<file path="src/rtl/garage_door_pkg.sv">
// Shared definitions for the garage door plant and the controller benches that display its state.
package garage_door_pkg;

  typedef enum logic [1:0] {
    STOPPED = 2'b00,
    RISING  = 2'b01,
    FAULT   = 2'b10,
    FALLING = 2'b11
  } door_state_e;

endpackage

</file>
<file path="src/rtl/garage_door_plant_prescaler.sv">
// Step prescaler: counts 0..STEP_DIV-1 while enabled and flags the cycle on which a position step is due.
module door_step_prescaler
  import garage_door_pkg::*;
#(
  parameter int STEP_DIV = 4
) (
  input  logic clk,
  input  logic rst,
  input  logic clr,
  input  logic en,
  output logic step
);

  localparam int CNT_W = (STEP_DIV > 1) ? $clog2(STEP_DIV) : 1;
  localparam logic [CNT_W-1:0] LAST = CNT_W'(STEP_DIV - 1);

  logic [CNT_W-1:0] cnt;

  always_ff @(posedge clk) begin
    if (!rst) begin
      cnt <= '0;
    end else if (clr) begin
      cnt <= '0;
    end else if (en) begin
      cnt <= (cnt == LAST) ? '0 : cnt + 1'b1;
    end
  end

  always_comb begin
    step = en && (cnt == LAST);
  end

endmodule

</file>
<file path="src/rtl/garage_door_plant.sv">
// Garage door plant: motor-command FSM, saturating position register, limit-switch decode
// and obstruction-abort event, driven by a step prescaler.
module garage_door_plant
  import garage_door_pkg::*;
#(
  parameter  int TRAVEL_STEPS = 8,
  parameter  int STEP_DIV     = 4,
  parameter  int INIT_POS     = 0,
  localparam int POS_W        = $clog2(TRAVEL_STEPS + 1)
) (
  input  logic             CLK,
  input  logic             RST,
  input  logic             UP_M,
  input  logic             DN_M,
  input  logic             Obstruct,
  input  logic             Fault_Clr,
  output logic             UP_Max,
  output logic             DN_Max,
  output logic [POS_W-1:0] Position,
  output logic             Moving,
  output logic             Fault,
  output logic             Obstr_Evt
);

  localparam logic [POS_W-1:0] TOP_POS   = POS_W'(TRAVEL_STEPS);
  localparam logic [POS_W-1:0] RESET_POS = POS_W'(INIT_POS);

  door_state_e      state;
  door_state_e      state_next;
  logic [POS_W-1:0] pos_next;
  logic             evt_next;
  logic             both_cmd;
  logic             presc_en;
  logic             presc_clr;
  logic             step;

  always_comb begin
    both_cmd = UP_M & DN_M;
  end

  // Enable only when the current state will keep moving this edge; any state change clears progress.
  always_comb begin
    presc_en = !both_cmd &&
               ((state == RISING && UP_M) || (state == FALLING && DN_M && !Obstruct));
    presc_clr = (state_next != state);
  end

  door_step_prescaler #(
    .STEP_DIV(STEP_DIV)
  ) u_prescaler (
    .clk (CLK),
    .rst (RST),
    .clr (presc_clr),
    .en  (presc_en),
    .step(step)
  );

  always_comb begin
    state_next = state;
    pos_next   = Position;
    evt_next   = 1'b0;
    if (both_cmd) begin
      state_next = FAULT;
    end else begin
      unique case (state)
        STOPPED: begin
          if (UP_M && Position != TOP_POS) begin
            state_next = RISING;
          end else if (DN_M && Position != '0 && !Obstruct) begin
            state_next = FALLING;
          end
        end
        RISING: begin
          if (!UP_M) begin
            state_next = STOPPED;
          end else if (step) begin
            pos_next = Position + 1'b1;
            if (pos_next == TOP_POS) state_next = STOPPED;
          end
        end
        FALLING: begin
          if (!DN_M) begin
            state_next = STOPPED;
          end else if (Obstruct) begin
            state_next = STOPPED;
            evt_next   = 1'b1;
          end else if (step) begin
            pos_next = Position - 1'b1;
            if (pos_next == '0) state_next = STOPPED;
          end
        end
        FAULT: begin
          if (Fault_Clr) state_next = STOPPED;
        end
        default: state_next = STOPPED;
      endcase
    end
  end

  always_ff @(posedge CLK) begin
    if (!RST) begin
      state     <= STOPPED;
      Position  <= RESET_POS;
      Obstr_Evt <= 1'b0;
    end else begin
      state     <= state_next;
      Position  <= pos_next;
      Obstr_Evt <= evt_next;
    end
  end

  always_comb begin
    UP_Max = (Position == TOP_POS);
    DN_Max = (Position == '0);
    Moving = (state == RISING) || (state == FALLING);
    Fault  = (state == FAULT);
  end

endmodule

</file>
<file path="config.mk">
export PLATFORM = sky130hd
export DESIGN_NAME = garage_door_plant
export DESIGN_NICKNAME = d
export VERILOG_FILES = /design/src/rtl/garage_door_pkg.sv /design/src/rtl/garage_door_plant_prescaler.sv /design/src/rtl/garage_door_plant.sv
export SDC_FILE = /design/constraint.sdc
export NUM_CORES = 1
export LEC_CHECK = 0
export CORE_MARGIN = 1
export CORE_UTILIZATION = 49
export DETAILED_ROUTE_END_ITERATION = 16
export GPL_ROUTABILITY_DRIVEN = 0
export PLACE_DENSITY = 0.76
export SETUP_SLACK_MARGIN = 0.15
export SYNTH_ARGS = -nofsm -noshare
export SYNTH_HDL_FRONTEND = slang
export SYNTH_HIERARCHICAL = 1
export SYNTH_SLANG_ARGS = --single-unit
</file>
<file path="constraint.sdc">
create_clock -name CLK -period 3.15 [get_ports CLK]
set_input_delay 0.63 -clock CLK [delete_from_list [all_inputs] [get_ports CLK]]
set_output_delay 0.63 -clock CLK [all_outputs]
set_load 0.05 [all_outputs]
</file>
[After elaboration in Yosys (flattened, before gate mapping)]
Index checks and enable logic that the tools add are counted.
Storage, ports and cells
  bits in registers: 9
  output and inout port bits: 9
  bits in read-only memories: 0
  memories: 0
  logic and storage cells: 65
  bits in writable memories: 0
  bits in latches: 0
  bits of input ports: 6
Cells by class
  divide/modulo/power cells: 0
  eq/ne operators: 13
  add/sub/neg operators: 3
  bitwise gates (word level): 5
  shifts and indexed selects: 0
  reductions and logical operators: 20
  muxes and demuxes: 20
  multiply operators: 0
  $lt $le $gt $ge: 0
Operator list (count)
  two-way mux 2 bit: 12
  two-way mux 4 bit: 5
  != test 2 bit, second input constant: 5
  == test 4 bit, second input constant: 2
  logical AND 1 bit: 8
  logical NOT 4 bit: 2
  one-hot mux 2 bit (4 select lines): 1
  one-hot mux 4 bit (2 select lines): 1
  AND reduction 7 bit: 1
  == test 2 bit, second input constant: 3
  adder 4 x 1 -> 4 bit, second input constant: 1
  != test 4 bit, second input constant: 1
  inverter 1 bit: 4
  nonzero test 4 bit: 1
  OR reduction 4 bit: 1
  subtractor 4 x 1 -> 4 bit, second input constant: 1
  adder 2 x 1 -> 2 bit, second input constant: 1
  == test 2 x 1 -> 1 bit, second input constant: 1
  logical NOT 1 bit: 2
  logical NOT 2 bit: 1
  logical OR 1 bit: 2
  != test 2 bit: 1
  nonzero test 2 bit: 1
  OR reduction 2 bit: 1
  2 further kinds: 2

[Depth between registers and ports, before layout]
Gate-level depths: netlist of run 1.
  depth in word-level cells: 13
  depth in mapped cells: 11
  gate-level depth less buffers: 10

[Modules after synthesis]
The synthesis of run 1 kept the hierarchy.
By module, submodules not included
  garage_door_plant: area an instance 649.4 µm², cells an instance 82, sequential area each 140.1 µm², times used 1
  door_step_prescaler: area an instance 102.6 µm², cells an instance 10, sequential area each 40.0 µm², times used 1

[Least setup slack after synthesis of run 1]
No wires, ideal clock.
  path type: reg2reg
  start point: reg Position[0]
  end point: reg u_prescaler.cnt[0]
  arrival time: 3.172 ns
  setup time: 0.066 ns
  slack: -0.088 ns
  cell stages (with the launch flop): 11
  required time: 3.084 ns
  buffers on the path: 1
  cells stage by stage: dfxtp_1 buf_2 inv_1 ha_1 nor3b_1 nor3b_1 o211ai_1 nand2b_1 a32o_1 nand2b_1 a21oi_2
On the way
  cells in the longest elaborated chain, start to end: 10
  elaborated cells on any way between the ends: 22
Ends and longest elaborated chain
  start, declared: RTL line garage_door_plant.sv:19  | output logic [POS_W-1:0] Position,
  start signal, assigned: RTL line garage_door_plant.sv:107  | Position <= pos_next;
  subtractor 4 x 1 -> 4 bit: RTL line garage_door_plant.sv:88  | pos_next = Position - 1'b1;
  logical NOT 4 bit: RTL line garage_door_plant.sv:89  | if (pos_next == '0) state_next = STOPPED;
  two-way mux 2 bit: RTL line garage_door_plant.sv:89
  two-way mux 2 bit: RTL line garage_door_plant.sv:87  | end else if (step) begin
  two-way mux 2 bit: RTL line garage_door_plant.sv:84  | end else if (Obstruct) begin
  two-way mux 2 bit: RTL line garage_door_plant.sv:82  | if (!DN_M) begin
  one-hot mux 2 bit (4 select lines) (*): RTL line garage_door_plant.sv:65  | unique case (state)
  two-way mux 2 bit (*): RTL line garage_door_plant.sv:62  | if (both_cmd) begin
  != test 2 bit (*): RTL line garage_door_plant.sv:45  | presc_clr = (state_next != state);
  via presc_clr: RTL line garage_door_plant.sv:34  | logic presc_clr;
  OR reduction 2 bit (no line) (*)
  end signal, assigned: RTL line garage_door_plant_prescaler.sv:25  | cnt <= (cnt == LAST) ? '0 : cnt + 1'b1;
  end, declared: RTL line garage_door_plant_prescaler.sv:17  | logic [CNT_W-1:0] cnt;
The timed path passes the listed nets; every way through them passes the cells marked *.
A chain may end at the register's enable or synchronous reset.

[Worst setup path in the final report of run 1]
  start point: reg Position[1]
  end point: out DN_Max
On the way
  cells in the longest elaborated chain, start to end: 1
Ends and longest elaborated chain
  logical NOT 4 bit: RTL line garage_door_plant.sv:114  | DN_Max = (Position == '0);
  end, declared: RTL line garage_door_plant.sv:18  | output logic DN_Max,
Every way passes these cells.

==> out/qor.csv, run 1 <==
metric;value;unit
synthesized area per cell;8.17;µm²
I/O Buffers;14;
share of the synthesized area in the top cell type;0.240;
Iter 0 DRT Violations;9;
die height;41.2;µm
Core Region;0.00137;mm²
Antenna Cells;0;
number of clock sinks;9;
power per cell area;284;mW/mm²
die footprint;0.00170;mm²
DP Wirelength;1140;µm
synth cell count leaders;9 x dfxtp_1, 8 x nor2_1, 7 x nand2_1;
H-tree depth;1;
total track usage;0.228;
Pleak;0.000372;µW
Slew @ Worst Pin;0.528;ns
number of hold violations in the final report;0;
Worst Hold Endpoint;u_prescaler/cnt[0];
Netlist Area Pre-Place;752;µm²
min-delay src;u_prescaler/cnt[0];
TritonRoute pass-1 iters;4;
number of enable flip-flop cells after synthesis;0;
I/O Pins;15;
FMAX;359;MHz
Clock Latency Late Sink;0.26;ns
total congestion overflow;0;
CTS buffer count;3;
WHS;0.504;ns
reg2reg start;state[1];
flops & latches, synth;9;
Mapped Nets;102;
final period utilization;0.884;
Max Slew Vio Count;0;
status;finished, final reports clean;
Synth async-reset ratio;0;
Die X;41.2;µm
maximum vdd drop;0.000198;V
CP endpoint kind;primary output;
crit-path max FO;9;
Critical Path AT;2.15;ns
HP Class;reg2reg;
global-route wire length before repair;2510;µm
WL final;1560;µm
layout cells sized above 1;0.123;
worst-case clock buffer depth;2;
Synth Instances;92;
drt via density;5.74;
initial antenna violation count;0;
largest area contributor in the netlist;dfxtp_1;
library cells used by synthesis;39;
Setup Skew;0.00434;ns
DRC;0;
Final nets;117;
Starting Density;0.550;
number of routed nets with antenna violations;0;
Yosys Warn Count;6;
WS Path Type;reg2out;
root buffer cell;clkbuf_4;
largest net degree at the start of global routing;17;
number of global-route vias before repair;597;
Reg-to-Reg End;u_prescaler/cnt[1];
Clock Pin Slew Worst Setup and Hold Paths;0.06;ns
area delta synth->final;24.3;%
Via Count;694;
CP Data Required Time;2.52;ns
clock period minus worst slack;2.78;ns
worst rel slew slack;0.647;
most frequently used flop master after synthesis;dfxtp_1;
MaxCap Viol Count;0;
R2R Setup Slk;0.67;ns
Worst setup SP type;flop;
register area share after synthesis;0.240;
final setup TNS;0;ns
Row Count;13;
average wire per standard cell;12.9;µm
Setup-failing EPs final;0;
top cells by area, synth;dfxtp_1 24%, ha_1 6.7%, nor2_1 4.0%;
RSZ-0062 raised after global routing;false;
cells on worst reg2reg path;10;
post-cts hold buffer count;0;
Worst Hold Depth;2;
CTS tree;yes;
most numerous cell in the Yosys netlist;dfxtp_1;
==> layout make-up <==
type | count | area, µm²
Fill cell | 114 | 432
Timing Repair Buffer | 17 | 163
Sequential cell | 9 | 180
Multi-Input combinational cell | 72 | 532
Inverter | 4 | 15.0
Clock buffer | 4 | 26.3
Tap cell | 15 | 18.8
==> timing repair <==
action | CTS | global route
gates resized for setup | 0 | 1
buffers inserted | 0 | 0
setup endpoints to repair | 0 | 2
==> worst max-delay path, cell delays in order, from the launching register on <==
cell and delay [ns]:
dfxtp_1 0.38, inv_1 0.12, ha_1 0.31, nor3b_2 0.25, clkdlybuf4s50_1 0.83
==> worst max-delay path by stage <==
stage	start	end	slack [ns]	depth (start not counted)
6_report	Position[1]	DN_Max	0.37	4
3_5_place_dp	Obstruct	u_prescaler/cnt[1]	0.12	11
5_1_grt	Obstruct	u_prescaler/cnt[1]	0.21	11
2_1_floorplan	Position[0]	u_prescaler/cnt[0]	0.48	10
4_1_cts	Position[0]	DN_Max	0.36	4
3_3_place_gp	Obstruct	u_prescaler/cnt[1]	0.17	11
==> stage by stage <==
step / instances / power (µW) / utilization / cell area [µm²] / worst slack [ns]
after floorplan: 92 / 159 / - / 757 / 0.479
after global placement: 117 / 176 / 0.660 / 902 / 0.171
after detailed placement: 117 / 177 / 0.660 / 902 / 0.124
after CTS: 121 / 268 / 0.679 / 928 / 0.364
after global routing: 121 / 281 / 0.684 / 935 / 0.214
final: 121 / 266 / 0.684 / 935 / 0.367
==> where the power goes <==
part / internal (µW) / total (µW) / switching [µW]
registers: 116 / 123 / 7.32
clock network: 48.9 / 89.8 / 41.0
logic: 25.5 / 52.5 / 27.0
total: 190 / 266 / 75.2
==> sequential cells by signal (all words and copies together) (netlist names) <==
name             count
Position             4
Obstr_Evt            1
state                2
u_prescaler/cnt      2
==> layer usage <==
layer	vias up	track usage	routed length, µm
met4	0	0.105	24
met3	4	0.0761	62
met2	13	0.359	656
li1	362	-	-
met5	-	0	0
met1	315	0.275	819
==> placed cells by master (no fill, tap or decap), types with 2 or more instances in the layout <==
cell	synthesis	final
clkdlybuf4s50_1	0	14
a21oi_1	4	4
and2_1	4	4
a21boi_0	2	2
nand2b_1	3	3
xor2_1	2	2
a21oi_2	3	3
nor2_1	8	8
buf_4	0	3
dfxtp_1	9	9
nor2b_1	2	2
o211ai_1	2	2
nand3_1	2	2
nand2_1	7	7
clkbuf_4	0	3
ha_1	4	4
nor3b_1	3	2
and3b_1	2	2
a31oi_1	3	3
inv_1	4	4
xnor2_1	2	2
a211oi_1	2	2
==> logic make-up after synthesis <==
kind of cell	Yosys count	synth area share
mux	1	0.0133
xor+xnor	4	0.0466
fa+ha+maj	4	0.0666
flops	9	0.240
simple gates	37	0.290
compound gates	26	0.276
buf+inv	11	0.0682
Note: power is estimated with default switching activity, not from simulation.
==> run 2: changes to the inputs <==
Settings changed: CORE_UTILIZATION 49 to 35, PLACE_DENSITY 0.76 to default.
==> out/qor.csv, run 2 (synthesis results as in run 1) <==
metric;value;unit;change
status;finished, final reports clean;;unchanged
Pleak;0.000373;µW;was 0.000372 µW
Biggest register;Position;;unchanged
WHS;0.515;ns;was 0.504 ns
Clock Pin Slew Worst Setup and Hold Paths;0.06;ns;about the same
total congestion overflow;0;;unchanged
reg2reg start;state[1];;unchanged
FMAX;357;MHz;was 359 MHz
drt via density;5.18;;was 5.74
number of clock sinks;9;;unchanged
average wire per standard cell;12.3;µm;was 12.9 µm
Largest stage delay, worst path;0.83;ns;about the same
layout cells sized above 1;0.113;;was 0.123
largest net degree at the start of global routing;17;;unchanged
Starting Density;0.379;;was 0.550
DP Wirelength;1230;µm;was 1140 µm
Max Slew Vio Count;0;;unchanged
H-tree depth;1;;unchanged
WS Path Type;reg2out;;unchanged
I/O Pins;15;;unchanged
pre-CTS setup slack;0.213;ns;was 0.124 ns
MaxCap Viol Count;0;;unchanged
worst-case clock buffer depth;2;;unchanged
post-cts hold buffer count;0;;unchanged
number of routed nets with antenna violations;0;;unchanged
Iter 0 DRT Violations;7;;was 9
initial antenna violation count;0;;unchanged
GR met1 Demand/Resource;0.175;;was 0.275
die height;48.4;µm;was 41.2 µm
DRC;0;;unchanged
placed cells;129;;was 117
CP max-delay cell;clkdlybuf4s50_1;;unchanged
worst rel slew slack;0.657;;was 0.647
Final nets;117;;unchanged
CP endpoint kind;primary output;;unchanged
Via Count;689;;was 694
Die X;48.4;µm;was 41.2 µm
Final Total Pwr;265;µW;was 266 µW
CTS tree;yes;;unchanged
number of hold violations in the final report;0;;unchanged
worst setup margin;0.348;ns;was 0.367 ns
# fillers;195;;was 114
Setup Skew;0.000940;ns;was 0.00434 ns
post_cts resized;0;;unchanged
met2 usage;0.265;;was 0.359
RSZ-0062 raised after global routing;false;;unchanged
total track usage;0.154;;was 0.228
CP Data Required Time;2.52;ns;about the same
Slew @ Worst Pin;0.513;ns;was 0.528 ns
clock period minus worst slack;2.80;ns;was 2.78 ns
HP Class;reg2reg;;unchanged
final period utilization;0.890;;was 0.884
Worst setup SP type;flop;;unchanged
final setup TNS;0;ns;unchanged
area delta synth->final;25.5;%;was 24.3%
commonest non-fill, non-tap cell in the layout;clkdlybuf4s50_1;;unchanged
Row Count;16;;was 13
Antenna Cells;0;;unchanged
Clock Latency Late Sink;0.26;ns;about the same
I/O Buffers;14;;unchanged
die footprint;0.00234;mm²;was 0.00170 mm²
maximum vdd drop;0.000168;V;was 0.000198 V
Final Non-Filler Cells;133;;was 121
most frequent cells in the layout;14 x clkdlybuf4s50_1, 9 x dfxtp_1, 8 x nor2_1;;unchanged
top flop regs;Position (4), state (2), u_prescaler/cnt (2);;unchanged
crit path launch;Position[1];;unchanged
root buffer cell;clkbuf_4;;unchanged
setup bufs post-CTS;0;;unchanged
max FFs per register;4;;unchanged
crit-path max FO;9;;unchanged
number of global-route vias before repair;652;;was 597
global-route wire length before repair;2810;µm;was 2510 µm
power per cell area;281;mW/mm²;was 284 mW/mm²
min-delay src;u_prescaler/cnt[1];;was u_prescaler/cnt[0]
GR peak layer;met2;;unchanged
worst path cell trace;inv_1 -> ha_1 -> nor3b_2 -> clkdlybuf4s50_1;;unchanged
Critical Path AT;2.17;ns;was 2.15 ns
GR Util met3;0.0597;;was 0.0761
WL final;1630;µm;was 1560 µm
Core Region;0.00198;mm²;was 0.00137 mm²
TritonRoute pass-1 iters;4;;unchanged
CTS buffer count;3;;unchanged
Setup-failing EPs final;0;;unchanged
[run 2: final cells by class]
type	instances	area, µm²	area share
clock buffer	4	26.3	0.0279
sequential	9	180	0.191
multi-input combinational	72	526	0.557
inverter	4	15.0	0.0159
tap	27	33.8	0.0358
timing repair buffer	17	163	0.172
[run 2: path summary, 6_finish.rpt]
path | end | slack, ns | cells past startpoint
worst max-delay path | DN_Max | 0.35 | 4
worst min-delay path | u_prescaler/cnt[1] | 0.51 | 2
worst max register to register | u_prescaler/cnt[1] | 0.74 | 10
worst min register to register | u_prescaler/cnt[1] | 0.51 | 2
[run 2: critical path, delay by kind of cell (launching register included)]
kind,cells,cell delay (ns)
buf+inv,2,0.96
simple gates,1,0.25
flops,1,0.38
fa+ha+maj,1,0.32
[run 2: power breakdown]
group	internal, µW	total, µW	switching (µW)
sequential	116	123	7.08
combinational	25.0	51.7	26.7
clock	48.9	90.7	41.8
[run 2: metal layers]
layer  part of all wire  wire length (µm)
met1               0.48               781
met2               0.47               774
met3              0.037                61
met4             0.0086                14
met5                  0                 0
[run 2: per-stage QoR]
step / cell area, µm² / util
after floorplan: 757 / -
after global placement: 917 / 0.463
after detailed placement: 917 / 0.463
after CTS: 943 / 0.476
after global routing: 943 / 0.476
final: 943 / 0.476
==> run 3: changes to the inputs <==
Clock period 3.15 ns to 3.07 ns, I/O delays scaled along.
==> out/qor.csv, run 3 (synthesis results as in run 1) <==
metric;value;unit;change
worst-case clock buffer depth;2;;unchanged
largest net degree at the start of global routing;17;;unchanged
pre-CTS setup slack;0.0873;ns;was 0.213 ns
crit-path max FO;9;;unchanged
Biggest register;Position;;unchanged
die height;48.4;µm;unchanged
total track usage;0.161;;was 0.154
DRC;0;;unchanged
WL final;1730;µm;was 1630 µm
min-delay src;u_prescaler/cnt[1];;unchanged
Slew @ Worst Pin;0.543;ns;was 0.513 ns
# fillers;203;;was 195
most frequent cells in the layout;13 x clkdlybuf4s50_1, 9 x dfxtp_1, 8 x nor2_1;;was 14 x clkdlybuf4s50_1, 9 x dfxtp_1, 8 x nor2_1
HP Class;reg2reg;;unchanged
FMAX;358;MHz;
Max Slew Vio Count;0;;unchanged
H-tree depth;1;;unchanged
total congestion overflow;0;;unchanged
Starting Density;0.379;;unchanged
CP Data Required Time;2.46;ns;was 2.52 ns
Iter 0 DRT Violations;13;;was 7
reg2reg start;state[1];;unchanged
initial antenna violation count;0;;unchanged
Clock Pin Slew Worst Setup and Hold Paths;0.06;ns;about the same
I/O Buffers;14;;unchanged
WS Path Type;reg2out;;unchanged
multi-input logic area;526;µm²;unchanged
I/O Pins;15;;unchanged
R2R Setup Slk;0.64;ns;was 0.74 ns
power per cell area;283;mW/mm²;was 281 mW/mm²
MaxCap Viol Count;0;;unchanged
Worst setup SP type;flop;;unchanged
CP endpoint kind;primary output;;unchanged
Via Count;724;;was 689
max FFs per register;4;;unchanged
Row Count;16;;unchanged
final setup TNS;0;ns;unchanged
average wire per standard cell;12.9;µm;was 12.3 µm
number of hold violations in the final report;0;;unchanged
area delta synth->final;26.8;%;was 25.5%
commonest non-fill, non-tap cell in the layout;clkdlybuf4s50_1;;unchanged
Die X;48.4;µm;unchanged
TritonRoute pass-1 iters;4;;unchanged
DP Wirelength;1270;µm;was 1230 µm
clock period minus worst slack;2.79;ns;
number of global-route vias before repair;714;;was 652
crit path launch;Position[1];;unchanged
number of clock sinks;9;;unchanged
RSZ-0062 raised after global routing;false;;unchanged
CTS buffer count;3;;unchanged
register area;180;µm²;unchanged
Clock Latency Late Sink;0.26;ns;about the same
Critical Path AT;2.18;ns;was 2.17 ns
global-route wire length before repair;3000;µm;was 2810 µm
worst setup margin;0.280;ns;was 0.348 ns
worst rel slew slack;0.638;;was 0.657
root buffer cell;clkbuf_4;;unchanged
Setup Skew;0.00464;ns;was 0.000940 ns
Final nets;118;;was 117
Core Region;0.00198;mm²;unchanged
status;finished, final reports clean;;unchanged
Pleak;0.000378;µW;was 0.000373 µW
CTS tree;yes;;unchanged
layout cells sized above 1;0.121;;was 0.113
final period utilization;0.909;;
maximum vdd drop;0.000153;V;was 0.000168 V
Antenna Cells;0;;unchanged
Setup-failing EPs final;0;;unchanged
drt via density;5.40;;was 5.18
die footprint;0.00234;mm²;unchanged
top flop regs;Position (4), state (2), u_prescaler/cnt (2);;unchanged
number of routed nets with antenna violations;0;;unchanged
run 3: cell count changes in the layout (fill, tap and decap cells not counted), sizes merged:
cell and change:
clkdlybuf4s50 -1, buf +1, dlymetal6s2s +1
run 3: worst paths after layout:
path	end	cells past startpoint
setup / recovery	UP_Max	4
hold / removal	u_prescaler/cnt[1]	2
setup reg to reg	u_prescaler/cnt[1]	10
hold reg to reg	u_prescaler/cnt[1]	2
run 3: what timing repair did:
item	CTS	global route
hold buffers	0	0
gates resized for setup	0	1
setup endpoints to repair	0	1
setup buffers	0	0
run 3: where the power goes:
group          internal, µW  total (µW)  leakage (µW)  switching (µW)
clock network          50.0        89.9     0.0000150            39.9
logic                  25.6        52.9      0.000290            27.3
registers               119         127     0.0000728            7.72
run 3: per-layer routing:
metal,vias to the layer above,share of wire,GRT usage
li1,364,-,-
met1,343,0.46,0.190
met2,17,0.49,0.275
met3,0,0.049,0.0597
met4,0,0,0.0392
met5,-,0,0
run 3: critical path: stages (launching register included):
cell and delay, ns:
dfxtp_1 0.39, inv_1 0.13, ha_1 0.32, and3b_1 0.26, clkdlybuf4s50_1 0.81
run 3: through the flow:
stage          area [µm²]  hold slack [ns]   util  total power [µW]  instances
3_5_place_dp          925            0.500  0.467               182        130
5_1_grt               953            0.527  0.481               290        134
3_3_place_gp          925            0.486  0.467               181        130
4_1_cts               951            0.509  0.480               274        134
2_1_floorplan         757            0.465      -               163         92
6_report              953            0.504  0.481               270        134
run 3: final cells by class:
| type | count | share of cell area |
|---|---|---|
| multi-input combinational | 72 | 0.551 |
| tap | 27 | 0.0354 |
| timing repair buffer | 18 | 0.181 |
| sequential | 9 | 0.189 |
| clock buffer | 4 | 0.0276 |
| inverter | 4 | 0.0157 |
